File: config.mk
export PLATFORM = sky130hd
export DESIGN_NAME = fpga_config_loader
export DESIGN_NICKNAME = d
export VERILOG_FILES = /design/src/rtl/fpga_cfg_pkg.sv /design/src/rtl/cfg_wait_timer.sv /design/src/rtl/fpga_config_loader.sv
export SDC_FILE = /design/constraint.sdc
export NUM_CORES = 1
export LEC_CHECK = 0
export BUFFER_PORTS_ARGS = -buffer_cell sky130_fd_sc_hd__buf_2
export CORE_AREA = 10 10 261 263
export DETAILED_ROUTE_END_ITERATION = 6
export DIE_AREA = 0 0 271 273
export HOLD_SLACK_MARGIN = 0.12
export PLACE_DENSITY_LB_ADDON = 0.1
export SYNTH_ARGS = -nofsm -noshare
export SYNTH_HDL_FRONTEND = slang
export SYNTH_HIERARCHICAL = 1
export SYNTH_SLANG_ARGS = --single-unit
File: constraint.sdc
create_clock -name clock -period 2.4 [get_ports clock]
set_input_delay 0.24 -clock clock [delete_from_list [all_inputs] [get_ports clock]]
set_output_delay 0.24 -clock clock [all_outputs]
set_load 0.02 [all_outputs]
File: src/rtl/fpga_cfg_pkg.sv
// ---------------------------------------------------------------------------
// fpga_cfg_pkg
// Shared sizes and state encoding for the fabric configuration loader.
//   CFG_W_DEF      : width of one configuration frame on the fabric port
//   NUM_FRAMES_DEF : number of frames, also width of the one-hot write strobe
//   cfg_state_t    : loader sequencing states
// ---------------------------------------------------------------------------
package fpga_cfg_pkg;

    localparam int CFG_W_DEF      = 224;
    localparam int NUM_FRAMES_DEF = 245;

    typedef enum logic [2:0] {
        IDLE,
        LOAD,
        SETTLE,
        ARM,
        DONE
    } cfg_state_t;

    // Larger of two ints, used to size the shared wait timer.
    function automatic int max_int(input int a, input int b);
        return (a > b) ? a : b;
    endfunction

endpackage

File: src/rtl/cfg_wait_timer.sv
// ---------------------------------------------------------------------------
// cfg_wait_timer
// Loadable down-counter. o_done is high for the single cycle in which the
// count is 1, i.e. the cycle before the count reaches zero. A load on the
// same edge takes priority over the decrement.
// Ports:
//   clock   : clock, posedge
//   rst     : asynchronous active-low reset
//   i_load  : load i_value on the next edge
//   i_value : reload value (>=1 for a done pulse to occur)
//   o_done  : one-cycle terminal pulse
// ---------------------------------------------------------------------------
module cfg_wait_timer #(
    parameter int W = 4
) (
    input  logic         clock,
    input  logic         rst,
    input  logic         i_load,
    input  logic [W-1:0] i_value,
    output logic         o_done
);

    logic [W-1:0] r_cnt;

    always_ff @(posedge clock or negedge rst) begin
        if (!rst) begin
            r_cnt <= '0;
        end else if (i_load) begin
            r_cnt <= i_value;
        end else if (r_cnt != '0) begin
            r_cnt <= r_cnt - W'(1);
        end
    end

    assign o_done = (r_cnt == W'(1));

endmodule

File: src/rtl/fpga_config_loader.sv
// ---------------------------------------------------------------------------
// fpga_config_loader
// Streams configuration frames into the fabric: each accepted frame is
// presented on configs_in with a one-hot configs_en strobe for one cycle.
// After the last frame and a settle window, ff_en rises; rdy follows after
// RDY_DELAY cycles. start in DONE reconfigures from frame 0.
// Ports:
//   clock, rst            : clock (posedge), async active-low reset
//   start                 : begin / restart a load (IDLE and DONE only)
//   in_data, in_valid     : frame stream input
//   in_ready              : frame accepted this cycle if in_valid (state-only)
//   configs_in, configs_en: registered frame and one-hot strobe to the fabric
//   ff_en, rdy            : fabric flip-flop enable, configured-and-running
//   busy                  : high in LOAD, SETTLE and ARM
// ---------------------------------------------------------------------------
module fpga_config_loader
    import fpga_cfg_pkg::*;
#(
    parameter int CFG_W         = CFG_W_DEF,
    parameter int NUM_FRAMES    = NUM_FRAMES_DEF,
    parameter int SETTLE_CYCLES = 10,
    parameter int RDY_DELAY     = 10
) (
    input  logic                  clock,
    input  logic                  rst,
    input  logic                  start,
    input  logic [CFG_W-1:0]      in_data,
    input  logic                  in_valid,
    output logic                  in_ready,
    output logic [CFG_W-1:0]      configs_in,
    output logic [NUM_FRAMES-1:0] configs_en,
    output logic                  ff_en,
    output logic                  rdy,
    output logic                  busy
);

    localparam int CNT_W   = $clog2(NUM_FRAMES + 1);
    localparam int TMR_MAX = max_int(SETTLE_CYCLES + 1, RDY_DELAY);
    localparam int TMR_W   = $clog2(TMR_MAX + 1);

    localparam logic [CNT_W-1:0]      LAST_IDX = CNT_W'(NUM_FRAMES - 1);
    localparam logic [CNT_W-1:0]      FRM_CNT  = CNT_W'(NUM_FRAMES);
    localparam logic [NUM_FRAMES-1:0] EN_ONE   = NUM_FRAMES'(1);
    // The timer is loaded on the edge that accepts the last frame, so the
    // strobe cycle of that frame is added ahead of the SETTLE_CYCLES idle ones.
    localparam logic [TMR_W-1:0]      SETTLE_LD = TMR_W'(SETTLE_CYCLES + 1);
    localparam logic [TMR_W-1:0]      ARM_LD    = TMR_W'(RDY_DELAY);

    cfg_state_t             r_state, w_next;
    logic [CNT_W-1:0]       r_cnt;
    logic [CFG_W-1:0]       r_cfg;
    logic [NUM_FRAMES-1:0]  r_en;
    logic                   r_ff_en;
    logic                   r_rdy;

    logic                   w_hs;
    logic                   w_last;
    logic                   w_restart;
    logic                   w_tmr_load;
    logic [TMR_W-1:0]       w_tmr_val;
    logic                   w_tmr_done;

    // in_ready depends on registered state only.
    assign in_ready  = (r_state == LOAD) && (r_cnt < FRM_CNT);
    assign w_hs      = in_ready && in_valid;
    assign w_last    = w_hs && (r_cnt == LAST_IDX);
    assign w_restart = start && ((r_state == IDLE) || (r_state == DONE));

    cfg_wait_timer #(
        .W (TMR_W)
    ) u_wait_timer (
        .clock   (clock),
        .rst     (rst),
        .i_load  (w_tmr_load),
        .i_value (w_tmr_val),
        .o_done  (w_tmr_done)
    );

    // ---------------------------------------------------------------- FSM
    always_ff @(posedge clock or negedge rst) begin
        if (!rst) begin
            r_state <= IDLE;
        end else begin
            r_state <= w_next;
        end
    end

    always_comb begin
        w_next     = r_state;
        w_tmr_load = 1'b0;
        w_tmr_val  = '0;
        case (r_state)
            IDLE: begin
                if (start) w_next = LOAD;
            end
            LOAD: begin
                if (w_last) begin
                    w_next     = SETTLE;
                    w_tmr_load = 1'b1;
                    w_tmr_val  = SETTLE_LD;
                end
            end
            SETTLE: begin
                if (w_tmr_done) begin
                    w_next     = ARM;
                    w_tmr_load = 1'b1;
                    w_tmr_val  = ARM_LD;
                end
            end
            ARM: begin
                if (w_tmr_done) w_next = DONE;
            end
            DONE: begin
                if (start) w_next = LOAD;
            end
            default: w_next = IDLE;
        endcase
    end

    // ----------------------------------------------------------- datapath
    always_ff @(posedge clock or negedge rst) begin
        if (!rst) begin
            r_cnt   <= '0;
            r_cfg   <= '0;
            r_en    <= '0;
            r_ff_en <= 1'b0;
            r_rdy   <= 1'b0;
        end else begin
            // Strobe lasts exactly one cycle per accepted frame.
            r_en <= '0;
            if (w_hs) begin
                r_cfg <= in_data;
                r_en  <= EN_ONE << r_cnt;
                r_cnt <= r_cnt + CNT_W'(1);
            end
            if (w_restart) begin
                r_cnt   <= '0;
                r_ff_en <= 1'b0;
                r_rdy   <= 1'b0;
            end
            if ((r_state == SETTLE) && w_tmr_done) r_ff_en <= 1'b1;
            if ((r_state == ARM) && w_tmr_done)    r_rdy   <= 1'b1;
        end
    end

    assign configs_in = r_cfg;
    assign configs_en = r_en;
    assign ff_en      = r_ff_en;
    assign rdy        = r_rdy;
    assign busy       = (r_state == LOAD) || (r_state == SETTLE) || (r_state == ARM);

endmodule

# Yosys cells after proc, flatten, opt, wreduce, memory -nomap -nowiden
# Index checks and enable logic that the tools add are counted.
# word_totals
register_bits	486
out_inout_bits	473
word_cells	57
# classes
n_addsub	2
n_lt_le_gt_ge	1
n_eq_ne	10
n_shift	1
muxes	19
reduce_logical	17
# ops
cell	count
$mux 245	1
$shl 1x8->245 const A	1
$mux 4	4
$mux 8	2
$mux 3	4
$pmux 3 s4	1
$add 8x1->8 const B	1
$eq 8x8->1 const B	1
$lt 8x8->1 const B	1
$pmux 4 s2	1
$reduce_bool 2->1	4
$eq 3x2->1 const B	2
$logic_and 1x1->1	6
$ne 2x2->1 const B	3
$mux 1	5
$eq 4x1->1 const B	1
$reduce_and 4->1	1
$reduce_bool 4->1	1
$sub 4x1->4 const B	1
$eq 3x1->1 const B	1
$eq 3x3->1 const B	1
$logic_not 3->1	1
$logic_or 1x1->1	3
$ne 2x1->1 const B	1
other kinds (2)	2

# Logic depth before layout (Yosys ltp)
# Gate-level depths: netlist (run 1).
# depth
word_depth	7
ltp_mapped	9
mapped_depth_nobuf	8

# Cells and area by module
# The synthesis (run 1) kept the hierarchy.
# modules_own_cells
module	instances	cells_each	area_per_inst_um2	seq_area_each_um2
fpga_config_loader	1	1194	16953.8	12061.6
cfg_wait_timer	1	24	265.3	100.1

# Worst setup path after synthesis (run 1)
# OpenSTA, ideal clock, no wires.
# synth_timing
path_kind	register -> register
start	reg u_wait_timer.r_cnt[1]
end	reg u_wait_timer.r_cnt[3]
arrival_ps	1871
t_required_ps	2274
slack_ps	403
path_stages_with_launch	10
n_path_buf	1
period_less_slack_ps	1997
path_cell_list	dfrtp_1 > inv_1 > ha_1 > nor3b_1 > nor2b_1 > and2_1 > a21o_1 > buf_4 > nor3_1 > a221o_1
# synth_between
elab_chain_cells	4
word_cells_on_any_way	10
# synth_lines
element	line	rtl
start, declared	cfg_wait_timer.sv:23	logic [W-1:0] r_cnt;
start signal, assigned	cfg_wait_timer.sv:29	r_cnt <= i_value;
start signal, assigned	cfg_wait_timer.sv:31	r_cnt <= r_cnt - W'(1);
$eq 4x1->1 (*)	cfg_wait_timer.sv:35	assign o_done = (r_cnt == W'(1));
via w_tmr_done	fpga_config_loader.sv:61	logic w_tmr_done;
$mux 1 (*)	fpga_config_loader.sv:104	if (w_tmr_done) begin
$pmux 1 s2 (*)	fpga_config_loader.sv:92	case (r_state)
via w_tmr_load	fpga_config_loader.sv:59	logic w_tmr_load;
$mux 4 or $reduce_bool 2->1 (tied branches)	--	
# The timed path passes the listed nets; every way through them passes the cells marked *. The select of a mux whose other input is x is not followed.
# A chain may end at the register's enable or synchronous reset.

==> results.yml, run 1 <==
timing:
  fin_crit_ns: 2.232
  clock_skew_ns: 0.02610
  finalMaxSlewViolations: 0
  fmax_mhz: 448.0
  setup_tns_ns: 0
  setup_violations: 0
  slew_headroom: 0.3194
  rsz0062_at_grt: "true"
  worst_pin_slew_ns: 1.017
  finalHoldViolCount: 0
  period_share: 0.9300
  worst_slack_ns: 0.1680
die:
  start_util: 0.2745
  rows: 92
  die-area_sq_um: 73980
  die_h_um: 273
  design.core.area_sq_um: 62740
  dieWidth_um: 271
  top_level_ports: 701
place:
  pre_cts_ws_ns: 0.1796
  place_hpwl_mm: 54.97
  placed_area_sq_um: 22190
  gp_congestion: 0.8222
  io_buffer_count: 700
critical_path:
  worstPathBufferInverterCount: 2
  cp-startpoint: "r_cnt[5]"
  cp_data_arrival_time_ns: 1.99
  cp_slowest_stage_delay_ns: 0.34
  cp-end-kind: "primary output"
  crit_family: "buffers and inverters"
  r2r_setup_slack_ns: 0.18
  cp_cell_sequence: "buf_4, and4_1, o21a_1, nor2_1, buf_2"
  path_max_fanout: 24
  worst-setup-path-type: "reg2out"
  setup.worst_path.start_class: "flop"
  crit_required_ns: 2.16
  slowest_stage: "dfrtp_1"
  reg2reg_from: "r_cnt[0]"
synthesis:
  syn_area_sq_um: 17220
  synth_nets: 1455
  ys_seq_area_frac: 0.7063
  yosys_warnings: 6
  ys_ff_latch: 486
  synth_cell_type_count: 43
  synth_edf_count: 0
  synth-async-reset-ratio: 1.000
  postSynthAreaPerCell_sq_um: 14.14
  syn_inst: 1218
  synthFlopType: "dfrtp_1"
grt:
  grt_pass1_vias: 14247
  antenna_found_initial: 0
  grt_max_degree: 86
  top_usage_layer: "met2"
  grt_pass1_wl_mm: 102.3
  met1_usage: 0.2098
  grt_overflow: 0
  gr-usage-met3: 0.05755
  grt_use_met2: 0.3351
  grtUsageTotal: 0.1859
cts:
  clk_latency_ns: 0.61
  path_clk_slew_ns: 0.06
  cts_tree: "done"
  clk_path_buf_depth: 3
  cts_resized: 0
  clock-sinks: 486
  h-tree-depth: 2
  cts-root-buf: "clkbuf_16"
  cts_buffers: 56
  post_cts_buffers: 0
route:
  viasPerCell: 4.227
  drc_errors: 0
  first_pass_iters: 5
  vias: 13061
  drtIter0Drc: 662
  routed_wl_mm: 71.58
  drtAntennaViolNets: 0
  wl_per_cell_um: 23.17
pwr:
  p_leak_uw: 0.01329
  peakVddDrop_mv: 0.5514
  powerDensity_nw_per_um2: 844.5
worst_hold_path:
  hp-class: "in2async"
layout:
  nNetsFinal: 2439
  drive_gt1_frac: 0.4862
  multi_input_area_sq_um: 4696
  final_util: 0.4190
  stdcell_area_sq_um: 26290
  antenna_cells: 0
  n_fill_cell: 6004
  area_growth_pct: 52.67
  seq_area_sq_um: 12160
job:
  drv_cap: 0
run_status:
  status: "finished, final reports clean"
[metal layers]
layer	part of all wire	vias to the layer above
li1	-	5995
met1	0.38	6554
met2	0.52	427
met3	0.070	85
met4	0.022	0
met5	0	-
[final timing paths]
kind                              endpoint  cells past startpoint
min in group clock         configs_in[129]                      3
max in group asynchronous  configs_in[217]                      3
max reg2reg                configs_en[238]                      7
min reg2reg                configs_in[122]                      1
max                               in_ready                      5
min                        configs_in[178]                      2
[layout make-up]
type                    count  area share
flip-flops and latches    486      0.4626
repair buffers            995      0.2481
multi-input cells         656      0.1786
clock buffers              81     0.06225
well taps                 846     0.04026
clock inverters            19    0.007187
inverters                   7   0.0009995
[cells in the final DEF, fill, tap and decap left out, types with 4 or more instances in the layout]
master / netlist / layout
nor3_1: 17 / 17
nor2b_1: 9 / 8
and3_1: 7 / 7
buf_12: 0 / 18
clkinv_2: 0 / 10
dlygate4sd3_1: 0 / 227
clkbuf_8: 0 / 12
o21ai_0: 4 / 4
nand2_1: 52 / 50
mux2_2: 198 / 198
and2_1: 7 / 7
ha_1: 9 / 9
nand4_1: 4 / 4
buf_4: 11 / 50
nor2_1: 242 / 241
clkbuf_16: 0 / 57
nand3_1: 37 / 37
clkbuf_1: 27 / 12
dfrtp_1: 486 / 486
mux2_4: 28 / 28
buf_2: 24 / 699
inv_1: 7 / 7
[cells by family (layout without fill, tap and decap cells)]
group / Yosys count / after routing / share of synthesized area
compound gates: 21 / 21 / 0.008356
simple gates: 393 / 393 / 0.09810
buf+inv: 76 / 1102 / 0.02333
fa+ha+maj: 9 / 9 / 0.006540
xor+xnor: 3 / 3 / 0.001526
other cells: 1 / 1 / 0.0002178
flops: 486 / 486 / 0.7063
mux: 229 / 229 / 0.1556
[what timing repair did]
action,CTS,global route
hold endpoints to repair,472,0
endpoints found under the setup margin,0,1
hold buffers,227,0
[report_power, final]
group	internal (uW)	switching, uW
sequential	8840	331
combinational	1810	2740
clock	5030	3450
total	15700	6520
[cells in the mapped netlist, types with 4 or more instances]
cell type  instances  area share
buf_4             11      0.0048
buf_2             24      0.0070
ha_1               9      0.0065
nor2_1           242       0.053
and3_1             7      0.0025
inv_1              7      0.0015
nand2_1           52       0.011
dfrtp_1          486        0.71
buf_6              6      0.0039
nand3_1           37       0.011
clkbuf_1          27      0.0059
mux2_4            28       0.024
and2_1             7      0.0025
o21ai_0            4      0.0012
nor2b_1            9      0.0033
nand4_1            4      0.0015
mux2_2           198        0.13
nor3_1            17      0.0049
[registers in the layout (all words and copies together), names as in the netlist]
name	count
configs_en	245
configs_in	224
r_cnt	8
r_state	3
rdy	1
ff_en	1
u_wait_timer/r_cnt	4
[metrics by stage]
stage	hold WS, ns	instances	power, uW
finish	0.1493	3090	22200
global placement	0.1817	2763	13610
detailed placement	0.1829	2763	13640
floorplan	-0.05559	1218	11520
global route	0.1610	3090	23180
CTS	0.1523	3090	22600
[worst reg2reg max path, stage by stage, from the launching register on]
cell	delay, ns
dfrtp_1	0.36
inv_1	0.07
ha_1	0.24
nor2b_1	0.18
nor2_1	0.10
buf_4	0.16
o21ai_4	0.77
nor3_1	0.17
No activity file was read; power rests on OpenSTA's default activity.
==> inputs of run 2 (changes only) <==
--- a/config.mk
+++ b/config.mk
@@ -5,10 +5,12 @@
 export SDC_FILE = /design/constraint.sdc
 export NUM_CORES = 1
 export LEC_CHECK = 0
+export ABC_AREA = 1
 export BUFFER_PORTS_ARGS = -buffer_cell sky130_fd_sc_hd__buf_2
-export CORE_AREA = 10 10 261 263
+export CORE_AREA = 10 10 265 267
+export CTS_BUF_LIST = sky130_fd_sc_hd__clkbuf_4 sky130_fd_sc_hd__clkbuf_8 sky130_fd_sc_hd__clkbuf_16
 export DETAILED_ROUTE_END_ITERATION = 6
-export DIE_AREA = 0 0 271 273
+export DIE_AREA = 0 0 275 277
 export HOLD_SLACK_MARGIN = 0.12
 export PLACE_DENSITY_LB_ADDON = 0.1
 export SYNTH_ARGS = -nofsm -noshare
==> results.yml, run 2 <==
route:
  viasPerCell: 4.238
  drtIter0Drc: 924
  first_pass_iters: 7
  routed_wl_mm: 77.24
  drc_errors: 0
  drtAntennaViolNets: 0
  wl_per_cell_um: 21.07
  vias: 15537
layout:
  drive_gt1_frac: 0.3113
  layout_common_cells: "nand2_1 (773), buf_2 (698), dfrtp_1 (486), nor2_1 (297), dlygate4sd3_1 (227)"
  nNetsFinal: 2997
  n_fill_cell: 6544
  seq_area_sq_um: 12160
  layout_commonest_cell: "nand2_1"
  area_growth_pct: 49.32
  final_util: 0.4062
  stdcell_area_sq_um: 26470
  largest_reg_flops: 245
  multi_input_area_sq_um: 4621
  fin_cells: 3666
die:
  dieWidth_um: 275
  top_level_ports: 701
  die_h_um: 277
  design.core.area_sq_um: 65160
  die-area_sq_um: 76180
  start_util: 0.2720
  rows: 94
synthesis:
  muxShareOfSynthArea: 0
  ys_ff_latch: 486
  synth-async-reset-ratio: 1.000
  synthTopCellsByCount: "nand2_1 (774), dfrtp_1 (486), nor2_1 (298)"
  synth_xor_area_frac: 0.001482
  yosysTopAreaCell: "dfrtp_1"
  ys_seq_area_frac: 0.6861
  synthFlopType: "dfrtp_1"
  synth.area.top_cells: "dfrtp_1 (69%), nand2_1 (16%), nor2_1 (6.3%)"
  postSynthAreaPerCell_sq_um: 9.782
  yosys_warnings: 6
  yosysMostFrequentCell: "nand2_1"
  synth_top_area_share: 0.6861
  synth_compound_area_frac: 0.005859
  synthAdderAreaFrac: 0.006353
  synth_top_family_by_area: "simple AND/OR/NAND/NOR gates"
  synth_edf_count: 0
  yosys.area_share.simple: 0.2461
  synth_cell_type_count: 30
  synth_nets: 2049
  syn_area_sq_um: 17730
  syn_inst: 1812
timing:
  setup_violations: 0
  finalMaxSlewViolations: 0
  finalHoldViolCount: 0
  slew_headroom: 0.5776
  worst_pin_slew_ns: 0.6337
  period_share: 0.9511
  rsz0062_at_grt: "true"
  fmax_mhz: 438.1
  fin_crit_ns: 2.283
  clock_skew_ns: 0.02110
  setup_tns_ns: 0
pwr:
  p_clk_frac: 0.300
  powerDensity_nw_per_um2: 1143
  peakVddDrop_mv: 0.6512
  p_int_uw: 18630
  pwr-share-comb: 0.329
  seqPwrFrac: 0.371
  swShare: 0.3841
  p_leak_uw: 0.01458
  p_sw_uw: 11620
cts:
  cts_buffers: 55
  clk_latency_ns: 0.61
  post_cts_buffers: 0
  clock-sinks: 486
  path_clk_slew_ns: 0.06
  cts_tree: "done"
  cts-root-buf: "clkbuf_16"
  h-tree-depth: 2
  clk_path_buf_depth: 3
place:
  place_hpwl_mm: 58.13
  placed_cells: 3338
  io_buffer_count: 700
  gp_congestion: 0.8892
  placed_area_sq_um: 22180
grt:
  grtUsageTotal: 0.1958
  grt_pass1_vias: 16651
  grt_pass1_wl_mm: 112.6
  grt_overflow: 0
  antenna_found_initial: 2
  grt_max_degree: 124
critical_path:
  crit_end: "in_ready"
  r2r-end: "configs_en[143]"
  crit_required_ns: 2.16
  cp_slowest_stage_delay_ns: 0.41
  path_max_fanout: 4
  cp_data_arrival_time_ns: 2.04
  slowest_stage: "dfrtp_1"
  reg2regPathDepth: 11
  reg2reg_from: "r_cnt[1]"
  r2r_setup_slack_ns: 0.12
  cp-startpoint: "r_cnt[1]"
  worst-setup-path-type: "reg2out"
  cp_cell_sequence: "inv_1, ha_2, inv_1, nand2_1, nand2_1, a21oi_2, buf_4"
  setup.worst_path.start_class: "flop"
  cp-end-kind: "primary output"
worst_hold_path:
  hp-class: "in2async"
run_status:
  status: "finished, final reports clean"
job:
  drv_cap: 0
==> run 2: cell count changes after synthesis, moves of 15 or more <==
| cell | change |
|---|---|
| buf_4 | +26 |
| buf_6 | +15 |
| clkbuf_1 | -21 |
| inv_1 | +71 |
| mux2_2 | -198 |
| mux2_4 | -28 |
| nand2_1 | +722 |
| nor2_1 | +56 |
==> run 2: cells by family after synthesis <==
kind of cell / count (synthesis)
and+or+nand+nor: 1126
DFF: 486
buffers and inverters: 169
AOI/OAI and AO/OA: 18
adders and majority gates: 9
xor gates and xnor gates: 3
other: 1
==> run 2: worst min-delay path by stage <==
stage	slack [ns]	endpoint	startpoint	cells past startpoint
2_1_floorplan	-0.06	configs_en[0]	rst	0
3_3_place_gp	0.16	configs_in[218]	rst	1
3_5_place_dp	0.15	configs_in[2]	rst	1
4_1_cts	0.26	configs_in[1]	rst	3
5_1_grt	0.28	configs_in[219]	rst	3
6_report	0.28	configs_en[61]	rst	3
==> run 2: area by class of cell <==
class / instances / area share
sequential: 486 / 0.4595
timing repair buffer: 975 / 0.2391
multi-input combinational: 1157 / 0.1746
clock buffer: 78 / 0.06160
antenna: 1 / 0.00009454
tap: 864 / 0.04084
inverter: 85 / 0.01224
clock inverter: 20 / 0.01210
==> run 2: per-stage QoR <==
stage / hold WS (ns) / setup slack, ns / power (uW)
after floorplan: -0.05559 / 0.6105 / 16830
after global placement: 0.1601 / 0.08842 / 20960
after detailed placement: 0.1526 / 0.07193 / 21030
after CTS: 0.2584 / 0.005091 / 30600
after global routing: 0.2848 / -0.08769 / 31970
final: 0.2758 / 0.1173 / 30250
==> run 2: routing by layer <==
layer  wire (um)  track usage
met5          13            0
met4        2386      0.06124
met3        5298      0.05300
met2       39210       0.3399
met1       30330       0.2307
==> run 2: timing repair <==
action / in CTS / in global routing
hold buffers: 228 / 0
resized for setup: 0 / 7
setup endpoints to repair: 0 / 31
endpoints found under the hold margin: 574 / 0
==> run 2: power groups by stage <==
stage                     combinational, uW  sequential, uW  clock (uW)
after global placement                 9710           11200           0
final                                  9960           11200        9070
after detailed placement               9780           11200           0
after CTS                             10100           11200        9310
after floorplan                        3350           13500           0
after global routing                  10900           11500        9640
==> run 2: critical path, delay by kind of cell (launching register included) <==
family	cells	cell delay, ns
AO/OA/AOI/OAI	1	0.26
adder cells (fa/ha/maj)	1	0.21
buffers and inverters	3	0.40
flip-flops	1	0.41
AND/OR/NAND/NOR	2	0.17
==> inputs of run 3 (changes only) <==
--- a/config.mk
+++ b/config.mk
@@ -7,13 +7,12 @@
 export LEC_CHECK = 0
 export ABC_AREA = 1
 export BUFFER_PORTS_ARGS = -buffer_cell sky130_fd_sc_hd__buf_2
-export CORE_AREA = 10 10 265 267
+export CORE_AREA = 10 10 263 265
 export CTS_BUF_LIST = sky130_fd_sc_hd__clkbuf_4 sky130_fd_sc_hd__clkbuf_8 sky130_fd_sc_hd__clkbuf_16
 export DETAILED_ROUTE_END_ITERATION = 6
-export DIE_AREA = 0 0 275 277
+export DIE_AREA = 0 0 273 275
 export HOLD_SLACK_MARGIN = 0.12
 export PLACE_DENSITY_LB_ADDON = 0.1
 export SYNTH_ARGS = -nofsm -noshare
 export SYNTH_HDL_FRONTEND = slang
-export SYNTH_HIERARCHICAL = 1
 export SYNTH_SLANG_ARGS = --single-unit
==> results.yml, run 3 <==
pwr:
  p_int_uw: 18700
  seqPwrFrac: 0.372
  p_leak_uw: 0.01466
  p_clk_frac: 0.302
  p_sw_uw: 11340
  swShare: 0.3774
  pwr-share-comb: 0.326
  powerDensity_nw_per_um2: 1131
  p_total_uw: 30040
  peakVddDrop_mv: 0.6657
timing:
  worst_slack_ns: 0.1702
  worst_pin_slew_ns: 0.5996
  setup_violations: 0
  period_share: 0.9291
  rsz0062_at_grt: "false"
  fin_crit_ns: 2.230
  clock_skew_ns: 0.02088
  fmax_mhz: 448.5
  holdWs_ns: 0.2065
  finalMaxSlewViolations: 0
  slew_headroom: 0.6003
  finalHoldViolCount: 0
  setup_tns_ns: 0
synthesis:
  synth.area.top_cells: "dfrtp_1 (70%), nand2_1 (17%), nor2_1 (6.3%)"
  ys_seq_area_frac: 0.6963
  synth_nets: 2031
  yosysMostFrequentCell: "nand2_1"
  synthTopCellsByCount: "nand2_1 (779), dfrtp_1 (486), nor2_1 (292)"
  synth_cell_type_count: 27
  synth_edf_count: 0
  synth_top_area_share: 0.6963
  syn_inst: 1794
  ys_ff_latch: 486
  syn_area_sq_um: 17470
  yosys_warnings: 0
  postSynthAreaPerCell_sq_um: 9.736
  yosysTopAreaCell: "dfrtp_1"
  synthFlopType: "dfrtp_1"
  synth-async-reset-ratio: 1.000
layout:
  largest_reg_flops: 245
  layout_commonest_cell: "nand2_1"
  n_fill_cell: 6410
  drive_gt1_frac: 0.3131
  nNetsFinal: 2991
  layout_common_cells: "nand2_1 (778), buf_2 (699), dfrtp_1 (486), nor2_1 (290), dlygate4sd3_1 (228)"
  area_growth_pct: 52.10
worst_hold_path:
  hp-class: "in2async"
route:
  routed_wl_mm: 78.33
  wl_per_cell_um: 21.43
  vias: 15617
  drtIter0Drc: 928
  viasPerCell: 4.273
  drtAntennaViolNets: 0
  drc_errors: 0
  first_pass_iters: 5
critical_path:
  cp_slowest_stage_delay_ns: 0.40
  worst-setup-path-type: "reg2out"
  path_max_fanout: 5
  r2r_setup_slack_ns: 0.20
  worstPathBufferInverterCount: 3
  cp_data_arrival_time_ns: 1.99
  cp-end-kind: "primary output"
  crit_required_ns: 2.16
  crit_family: "flip-flops"
  slowest_stage: "dfrtp_1"
  cp_cell_sequence: "inv_1, ha_1, inv_1, nand2_1, nand2_1, nand2_2, and2_1, buf_2"
  setup.worst_path.start_class: "flop"
cts:
  clk_path_buf_depth: 3
  path_clk_slew_ns: 0.06
  h-tree-depth: 2
  post_cts_buffers: 0
  cts_buffers: 54
  cts-root-buf: "clkbuf_16"
  clk_latency_ns: 0.61
  cts_tree: "done"
  clock-sinks: 486
grt:
  grt_pass1_wl_mm: 111.3
  grt_use_met2: 0.3370
  gr-usage-met3: 0.05809
  grtUsageTotal: 0.1983
  grt_pass1_vias: 16487
  grt_max_degree: 93
  met1_usage: 0.2372
  antenna_found_initial: 5
  top_usage_layer: "met2"
  grt_overflow: 0
place:
  gp_congestion: 0.8383
  place_hpwl_mm: 59.26
  io_buffer_count: 700
  pre_cts_ws_ns: 0.1237
run_status:
  status: "finished, final reports clean"
die:
  rows: 93
  top_level_ports: 701
  start_util: 0.2734
  die_h_um: 275
  dieWidth_um: 273
  design.core.area_sq_um: 63880
  die-area_sq_um: 75080
job:
  drv_cap: 0
==> run 3: through the flow <==
step	utilization	cells	area, sq um
global placement	0.3480	3324	22230
finish	0.4158	3655	26560
global route	0.4158	3655	26560
floorplan	-	1794	17470
CTS	0.4148	3652	26500
detailed placement	0.3480	3324	22230
==> run 3: metal layers <==
metal,vias to the layer above,part of all wire
li1,7314,-
met1,7651,0.39
met3,123,0.071
met4,6,0.032
met5,-,0.00042
met2,523,0.50
==> run 3: worst reg2reg max path: cells and delay by family, from the launching register on <==
family / cells / cell delay [ns]
buffers and inverters: 5 / 0.95
and+or+nand+nor: 6 / 0.59
DFF: 1 / 0.41
adders and majority gates: 1 / 0.19
==> run 3: logic make-up after synthesis <==
family,count (synthesis),share of synthesized area
AND/OR/NAND/NOR,1122,0.2468
flip-flops,486,0.6963
buffers and inverters,159,0.04341
AO/OA/AOI/OAI,11,0.003510
adder cells (fa/ha/maj),9,0.006448
XOR/XNOR,7,0.003510
==> run 3: repair_timing <==
item / in CTS / in global routing
gates resized for setup: 0 / 7
setup endpoints to repair: 0 / 51
hold buffers: 228 / 0
endpoints found under the hold margin: 408 / 0
==> run 3: power groups by stage <==
stage / Sequential (uW) / Clock, uW / Combinational (uW)
after CTS: 11200 / 9300 / 9910
after global routing: 11400 / 9670 / 10700
final: 11200 / 9080 / 9780
after detailed placement: 11200 / 0 / 9590
after floorplan: 13400 / 0 / 3040
after global placement: 11200 / 0 / 9520
==> run 3: path summary, 6_finish.rpt <==
kind                                 from              end  cells after the start
max reg2reg                      r_cnt[0]  configs_in[168]                     12
max in group asynchronous             rst  configs_en[197]                      4
min reg2reg                configs_in[84]   configs_in[84]                      2
min in group clock             in_data[2]    configs_in[2]                      4
min                                   rst   configs_in[12]                      2
max                              r_cnt[0]         in_ready                      8
==> run 3: layout make-up <==
type	count	area, sq um	share of cell area
Clock buffer	79	1682	0.06330
Multi-Input combinational cell	1149	4567	0.1719
Antenna cell	2	5.005	0.0001884
Tap cell	855	1070	0.04027
Clock inverter	21	302.8	0.01140
Sequential cell	486	12160	0.4578
Inverter	74	282.8	0.01064
Timing Repair Buffer	989	6494	0.2445
